**src/rtl/program_memory_arbiter.sv**
```systemverilog
// program_memory_arbiter
// Shares the single synchronous program-ROM read port between the CPU fetch
// requester and the debug/trace requester. Fetch has fixed priority, with a
// starvation counter that forces a debug grant after STARVE_LIMIT consecutive
// denied debug cycles. Byte addresses in the text segment are turned into ROM
// word indices. One grant per cycle, read data returned one cycle later.
// Optional feature: define PM_ARB_RANGE_CHECK_EN to add the registered 'fault'
// output and suppress ROM reads for misaligned or out-of-segment addresses.

module program_memory_arbiter #(
    parameter int                 MEMORY_DEPTH = 32,
    parameter int                 DATA_WIDTH   = 32,
    parameter logic [31:0]        TEXT_BASE    = 32'h0040_0000,
    parameter int                 STARVE_LIMIT = 4
) (
    input  logic                            clk,
    input  logic                            reset,
    input  logic                            fetch_req,
    input  logic [DATA_WIDTH-1:0]           fetch_addr,
    output logic                            fetch_gnt,
    output logic                            fetch_valid,
    output logic [DATA_WIDTH-1:0]           fetch_data,
    input  logic                            dbg_req,
    input  logic [DATA_WIDTH-1:0]           dbg_addr,
    output logic                            dbg_gnt,
    output logic                            dbg_valid,
    output logic [DATA_WIDTH-1:0]           dbg_data,
    output logic                            mem_rd_en,
    output logic [$clog2(MEMORY_DEPTH)-1:0] mem_addr,
`ifdef PM_ARB_RANGE_CHECK_EN
    output logic                            fault,
`endif
    input  logic [DATA_WIDTH-1:0]           mem_rdata
);

    localparam int              AW    = $clog2(MEMORY_DEPTH);
    localparam logic [3:0]      LIMIT = 4'(STARVE_LIMIT);
    localparam logic [DATA_WIDTH-1:0] BASE = DATA_WIDTH'(TEXT_BASE);

    logic [3:0]            starve_cnt_q, starve_cnt_d;
    logic                  fetch_valid_q, fetch_valid_d;
    logic                  dbg_valid_q, dbg_valid_d;
    logic [DATA_WIDTH-1:0] fetch_hold_q, fetch_hold_d;
    logic [DATA_WIDTH-1:0] dbg_hold_q, dbg_hold_d;
    logic                  fault_q, fault_d;

    logic                  starve_hit;
    logic                  any_gnt;
    logic                  addr_bad;
    logic [DATA_WIDTH-1:0] sel_addr;
    logic [DATA_WIDTH-1:0] offset;
    logic [AW-1:0]         word_idx;
    logic [DATA_WIDTH-1:0] read_data;
    logic                  unused_bits;

`ifdef PM_ARB_RANGE_CHECK_EN
    assign unused_bits = ^offset[1:0];
    assign fault       = fault_q;
`else
    assign unused_bits = ^{offset[DATA_WIDTH-1:AW+2], offset[1:0]};
`endif

    // Arbitration, address translation, starvation tracking and output data muxing.
    always_comb begin
        starve_hit   = dbg_req && (starve_cnt_q == LIMIT);
        fetch_gnt    = fetch_req && !starve_hit;
        dbg_gnt      = dbg_req && !fetch_gnt;
        any_gnt      = fetch_gnt || dbg_gnt;

        sel_addr     = dbg_gnt ? dbg_addr : fetch_addr;
        offset       = sel_addr - BASE;
        word_idx     = offset[AW+1:2];

`ifdef PM_ARB_RANGE_CHECK_EN
        addr_bad     = (sel_addr[1:0] != 2'b00) || (sel_addr < BASE) ||
                       (offset[DATA_WIDTH-1:2] >= (DATA_WIDTH-2)'(MEMORY_DEPTH));
`else
        addr_bad     = 1'b0;
`endif

        mem_rd_en    = any_gnt && !addr_bad;
        mem_addr     = mem_rd_en ? word_idx : '0;

        starve_cnt_d = starve_cnt_q;
        if (!dbg_req || dbg_gnt) begin
            starve_cnt_d = '0;
        end else if (starve_cnt_q != LIMIT) begin
            starve_cnt_d = starve_cnt_q + 4'd1;
        end

        fetch_valid_d = fetch_gnt;
        dbg_valid_d   = dbg_gnt;
        fault_d       = any_gnt && addr_bad;

        read_data     = fault_q ? '0 : mem_rdata;
        fetch_valid   = fetch_valid_q;
        dbg_valid     = dbg_valid_q;
        fetch_data    = fetch_valid_q ? read_data : fetch_hold_q;
        dbg_data      = dbg_valid_q ? read_data : dbg_hold_q;

        fetch_hold_d  = fetch_data;
        dbg_hold_d    = dbg_data;
    end

    // Owner/valid tracking, held output data and starvation count; reset drops any read in flight.
    always_ff @(posedge clk or negedge reset) begin
        if (!reset) begin
            starve_cnt_q  <= '0;
            fetch_valid_q <= 1'b0;
            dbg_valid_q   <= 1'b0;
            fetch_hold_q  <= '0;
            dbg_hold_q    <= '0;
            fault_q       <= 1'b0;
        end else begin
            starve_cnt_q  <= starve_cnt_d;
            fetch_valid_q <= fetch_valid_d;
            dbg_valid_q   <= dbg_valid_d;
            fetch_hold_q  <= fetch_hold_d;
            dbg_hold_q    <= dbg_hold_d;
            fault_q       <= fault_d;
        end
    end

endmodule

```
**config.mk**
```make
export PLATFORM = sky130hd
export DESIGN_NAME = program_memory_arbiter
export DESIGN_NICKNAME = d
export VERILOG_FILES = /design/src/rtl/program_memory_arbiter.sv
export SDC_FILE = /design/constraint.sdc
export NUM_CORES = 1
export LEC_CHECK = 0
export BUFFER_PORTS_ARGS = -buffer_cell sky130_fd_sc_hd__buf_4
export CAP_MARGIN = 25
export CORE_AREA = 2 2 86 88
export CTS_BUF_LIST = sky130_fd_sc_hd__clkbuf_8
export CTS_CLUSTER_DIAMETER = 40
export DETAILED_ROUTE_END_ITERATION = 8
export DIE_AREA = 0 0 88 90
export PLACE_DENSITY = 0.75
export SLEW_MARGIN = 10
export SYNTH_ARGS = -nofsm -noshare
export SYNTH_HDL_FRONTEND = slang
export SYNTH_SLANG_ARGS = --single-unit
```
**constraint.sdc**
```tcl
create_clock -name clk -period 2.83 [get_ports clk]
set_input_delay 0.283 -clock clk [delete_from_list [all_inputs] [get_ports clk]]
set_output_delay 0.283 -clock clk [all_outputs]
set_load 0.02 [all_outputs]
```
==> metrics.txt <==
# TYPE chip_impl_metric gauge
chip_impl_metric{name="yosysWarningCount",unit=""} 0
chip_impl_metric{name="netlist_instances",unit=""} 176
chip_impl_metric{name="holdBufCountCts",unit=""} 0
chip_impl_metric{name="cts-buffers-inserted",unit=""} 9
chip_impl_metric{name="post_cts_resized",unit=""} 0
chip_impl_info{name="crit_path_start_kind",value="flip-flop"} 1
chip_impl_metric{name="timing.hold.ws",unit="ns"} 0.0503
chip_impl_info{name="outcome",value="complete, no violations"} 1
chip_impl_metric{name="sw_frac_of_total",unit="%"} 28.8
chip_impl_metric{name="postSynthRegisterBits",unit=""} 70
chip_impl_metric{name="antenna_diodes",unit=""} 0
chip_impl_metric{name="dpl-instance-area",unit="um2"} 3750
chip_impl_metric{name="timing.final.hold_violations",unit=""} 0
chip_impl_metric{name="antenna_found_initial",unit=""} 0
chip_impl_metric{name="fp.dieArea",unit="um2"} 7920
chip_impl_metric{name="drt_first_pass_iters",unit=""} 4
chip_impl_metric{name="fin_worst_skew",unit="ns"} 0.0107
chip_impl_metric{name="drt-vias-per-instance",unit=""} 4.54
chip_impl_metric{name="drt-met1-wl",unit="mm"} 2.27
chip_impl_metric{name="synth_area_per_cell",unit="um2"} 15.6
chip_impl_metric{name="setup_slack",unit="ns"} 0.622
chip_impl_metric{name="switching_power",unit="mW"} 0.706
chip_impl_info{name="cpMaxStageDelayCell",value="dfrtp_1"} 1
chip_impl_metric{name="worst-path-max-fanout",unit=""} 20
chip_impl_metric{name="power-per-cell-area",unit="nW/um2"} 626
chip_impl_metric{name="routed_wl",unit="mm"} 5.60
chip_impl_metric{name="detailroute.via_count",unit=""} 1836
chip_impl_info{name="top_signal_layer_used",value="met4"} 1
chip_impl_info{name="tritoncts_clock_tree",value="yes"} 1
chip_impl_metric{name="syn2layout_area_growth",unit="%"} 42.6
chip_impl_metric{name="max_slew_violation_count",unit=""} 0
chip_impl_metric{name="worstPathRequired",unit="ns"} 2.55
chip_impl_metric{name="met2_length",unit="mm"} 2.71
chip_impl_metric{name="chipHeight",unit="um"} 90
chip_impl_metric{name="globalplace.congestion",unit=""} 0.678
chip_impl_metric{name="max_freq",unit="GHz"} 0.453
chip_impl_metric{name="least_margin_pin_slew",unit="ns"} 0.845
chip_impl_info{name="worst_path_cell_chain",value="buf_12 -> mux2_2 -> buf_4"} 1
chip_impl_metric{name="multiInputGateArea",unit="um2"} 905
chip_impl_metric{name="drive_gt1_share",unit="%"} 65.2
chip_impl_metric{name="dp_worst_setup_slack",unit="ns"} 0.945
chip_impl_metric{name="final_core_util",unit="%"} 55.8
chip_impl_metric{name="finalNetCount",unit=""} 402
chip_impl_metric{name="drt.antenna.violating_nets",unit=""} 0
chip_impl_info{name="timing.rr.start",value="dbg_valid$_DFF_PN0_"} 1
chip_impl_metric{name="drt-initial-drc-count",unit=""} 64
chip_impl_metric{name="placement.io_buffers",unit=""} 119
chip_impl_metric{name="core_area",unit="um2"} 7020
chip_impl_metric{name="sum_of_net_half_perimeters_after_detailed_placement",unit="mm"} 3.98
chip_impl_info{name="worstSetupPathType",value="reg2out"} 1
chip_impl_metric{name="fin_crit_sh",unit="%"} 78.0
chip_impl_metric{name="combPwrFrac",unit="%"} 25.5
chip_impl_metric{name="setup_tns",unit="ns"} 0
chip_impl_metric{name="postCtsSetupRepairBufs",unit=""} 0
chip_impl_metric{name="timing.critical_path.slowest_cell_delay",unit="ns"} 0.80
chip_impl_metric{name="power.clock.fraction",unit="%"} 27.6
chip_impl_metric{name="worst_r2r_path_depth",unit=""} 2
chip_impl_metric{name="netlist-cell-type-count",unit=""} 18
chip_impl_metric{name="detail_route.wl_per_cell",unit="um"} 13.9
chip_impl_metric{name="met3WireLength",unit="um"} 524
chip_impl_info{name="endpoint_kind",value="output port"} 1
chip_impl_info{name="setup_repair_after_global_routing_missed_its_margin",value="no"} 1
chip_impl_metric{name="seq_area",unit="um2"} 1750
chip_impl_metric{name="fill_cells",unit=""} 608
chip_impl_metric{name="clock_path_buffers",unit=""} 2
chip_impl_info{name="final_cell_mix",value="buf_4, dfrtp_1, mux2_2"} 1
chip_impl_metric{name="grt_first_pass_wirelength",unit="mm"} 9.12
chip_impl_metric{name="design_area",unit="um2"} 3920
chip_impl_metric{name="tritoncts_num_sinks",unit=""} 70
chip_impl_metric{name="core_rows",unit=""} 31
chip_impl_metric{name="seq_area_frac_synth",unit="%"} 63.7
chip_impl_metric{name="worst_r2r_setup_slack",unit="ns"} 1.28
chip_impl_metric{name="route.detailed.drc",unit=""} 0
chip_impl_metric{name="die_width",unit="um"} 88
chip_impl_metric{name="internal_power",unit="mW"} 1.75
chip_impl_info{name="r2r_end",value="dbg_hold_q[6]$_DFF_PN0_"} 1
chip_impl_info{name="timing.hold.worst.class",value="in2async"} 1
chip_impl_metric{name="setup_viol",unit=""} 0
chip_impl_metric{name="slew_headroom",unit="%"} 43.7
chip_impl_metric{name="static-leakage-power",unit="nW"} 1.89
chip_impl_metric{name="groute.usage.overall",unit="%"} 15.1
chip_impl_info{name="layout_commonest_cell",value="buf_4"} 1
chip_impl_metric{name="grt_start_max_net_pins",unit=""} 71
chip_impl_metric{name="clk-insertion-delay-late",unit="ns"} 0.34
chip_impl_metric{name="power.share.sequential",unit="%"} 46.9
chip_impl_metric{name="critPathArrivalTime",unit="ns"} 1.93
chip_impl_metric{name="synth_area",unit="um2"} 2750
chip_impl_info{name="cts_root_buf",value="clkbuf_8"} 1
chip_impl_metric{name="start_util",unit="%"} 39.2
chip_impl_metric{name="grt_remaining_overflow",unit=""} 0
chip_impl_metric{name="postSynthNetCount",unit=""} 278
chip_impl_metric{name="layout_min_cycle_time",unit="ns"} 2.21
chip_impl_metric{name="cts_max_level",unit=""} 3
chip_impl_metric{name="first_global_vias",unit=""} 1935
chip_impl_metric{name="reported_max_cap_violation_count",unit=""} 0
chip_impl_metric{name="ir_drop",unit="mV"} 0.363
chip_impl_metric{name="clock_pin_transition_on_the_worst_setup_and_hold_timing_paths",unit="ns"} 0.07
chip_impl_metric{name="ios",unit=""} 174
==> per-stage QoR <==
step	power (mW)	instances
finish	2.45	404
global route	2.59	404
CTS	2.50	404
detailed placement	1.81	388
global placement	1.79	388
floorplan	1.50	176
==> layer usage <==
metal  GRT usage [%]  vias up
met3            6.34        9
met1            18.6      910
met4            6.54        0
met5               0        -
li1                -      839
met2            23.0       78
==> cells by family after synthesis <==
kind of cell	synth area share, %
buffers and inverters	3.37
DFF	63.7
and+or+nand+nor	2.55
xor gates and xnor gates	0.637
AOI/OAI and AO/OA	0.774
adders and majority gates	0.910
muxes	28.0
==> cell type report <==
type | instances | area share, %
clock inverter | 6 | 0.766
multi-input combinational | 88 | 23.1
inverter | 10 | 0.958
sequential | 70 | 44.7
clock buffer | 10 | 3.51
tap | 99 | 3.16
timing repair buffer | 121 | 23.8
==> worst max-delay path, delay by kind of cell (launching register included) <==
| kind | cells | cell delay [ns] |
|---|---|---|
| buf+inv | 2 | 0.41 |
| flops | 1 | 0.80 |
| mux | 1 | 0.37 |
==> flip-flops by register name, indices dropped and copies added (netlist names) <==
name and cells:
dbg_hold_q 32, dbg_valid 1, fetch_hold_q 32, fetch_valid 1, starve_cnt_q 4
==> how the worst max path moves through the flow <==
stage / slack, ns / cells past startpoint / end / startpoint
5_1_grt: 0.49 / 3 / dbg_data[6] / dbg_valid$_DFF_PN0_
3_5_place_dp: 0.95 / 3 / dbg_data[6] / dbg_valid$_DFF_PN0_
6_report: 0.62 / 3 / dbg_data[6] / dbg_valid$_DFF_PN0_
4_1_cts: 0.57 / 3 / dbg_data[6] / dbg_valid$_DFF_PN0_
3_3_place_gp: 0.97 / 3 / dbg_data[9] / dbg_valid$_DFF_PN0_
2_1_floorplan: 1.14 / 5 / mem_addr[0] / starve_cnt_q[0]$_DFFE_PN0P_
==> cells in the mapped netlist <==
| library cell | instances | area share [%] |
|---|---|---|
| inv_1 | 9 | 1.2 |
| xor2_1 | 1 | 0.32 |
| dfrtp_1 | 70 | 64 |
| buf_4 | 6 | 1.6 |
| inv_2 | 1 | 0.14 |
| mux2i_1 | 5 | 1.8 |
| xnor2_1 | 1 | 0.32 |
| nand3_1 | 2 | 0.36 |
| mux2_2 | 60 | 25 |
| nand2_1 | 5 | 0.68 |
| clkbuf_2 | 2 | 0.36 |
| ha_1 | 2 | 0.91 |
| nand3b_4 | 1 | 0.73 |
| mux2_1 | 4 | 1.6 |
| or2_2 | 1 | 0.23 |
| nor2_1 | 4 | 0.55 |
| a21oi_1 | 1 | 0.18 |
| o21ai_4 | 1 | 0.59 |
==> power by group through the flow <==
| stage | combinational, mW | clock (mW) | sequential [mW] |
|---|---|---|---|
| finish | 0.625 | 0.677 | 1.15 |
| global route | 0.669 | 0.757 | 1.16 |
| CTS | 0.635 | 0.709 | 1.15 |
| detailed placement | 0.633 | 0 | 1.17 |
| global placement | 0.623 | 0 | 1.17 |
| floorplan | 0.349 | 0 | 1.15 |
Power figures use the tool's default switching activity.
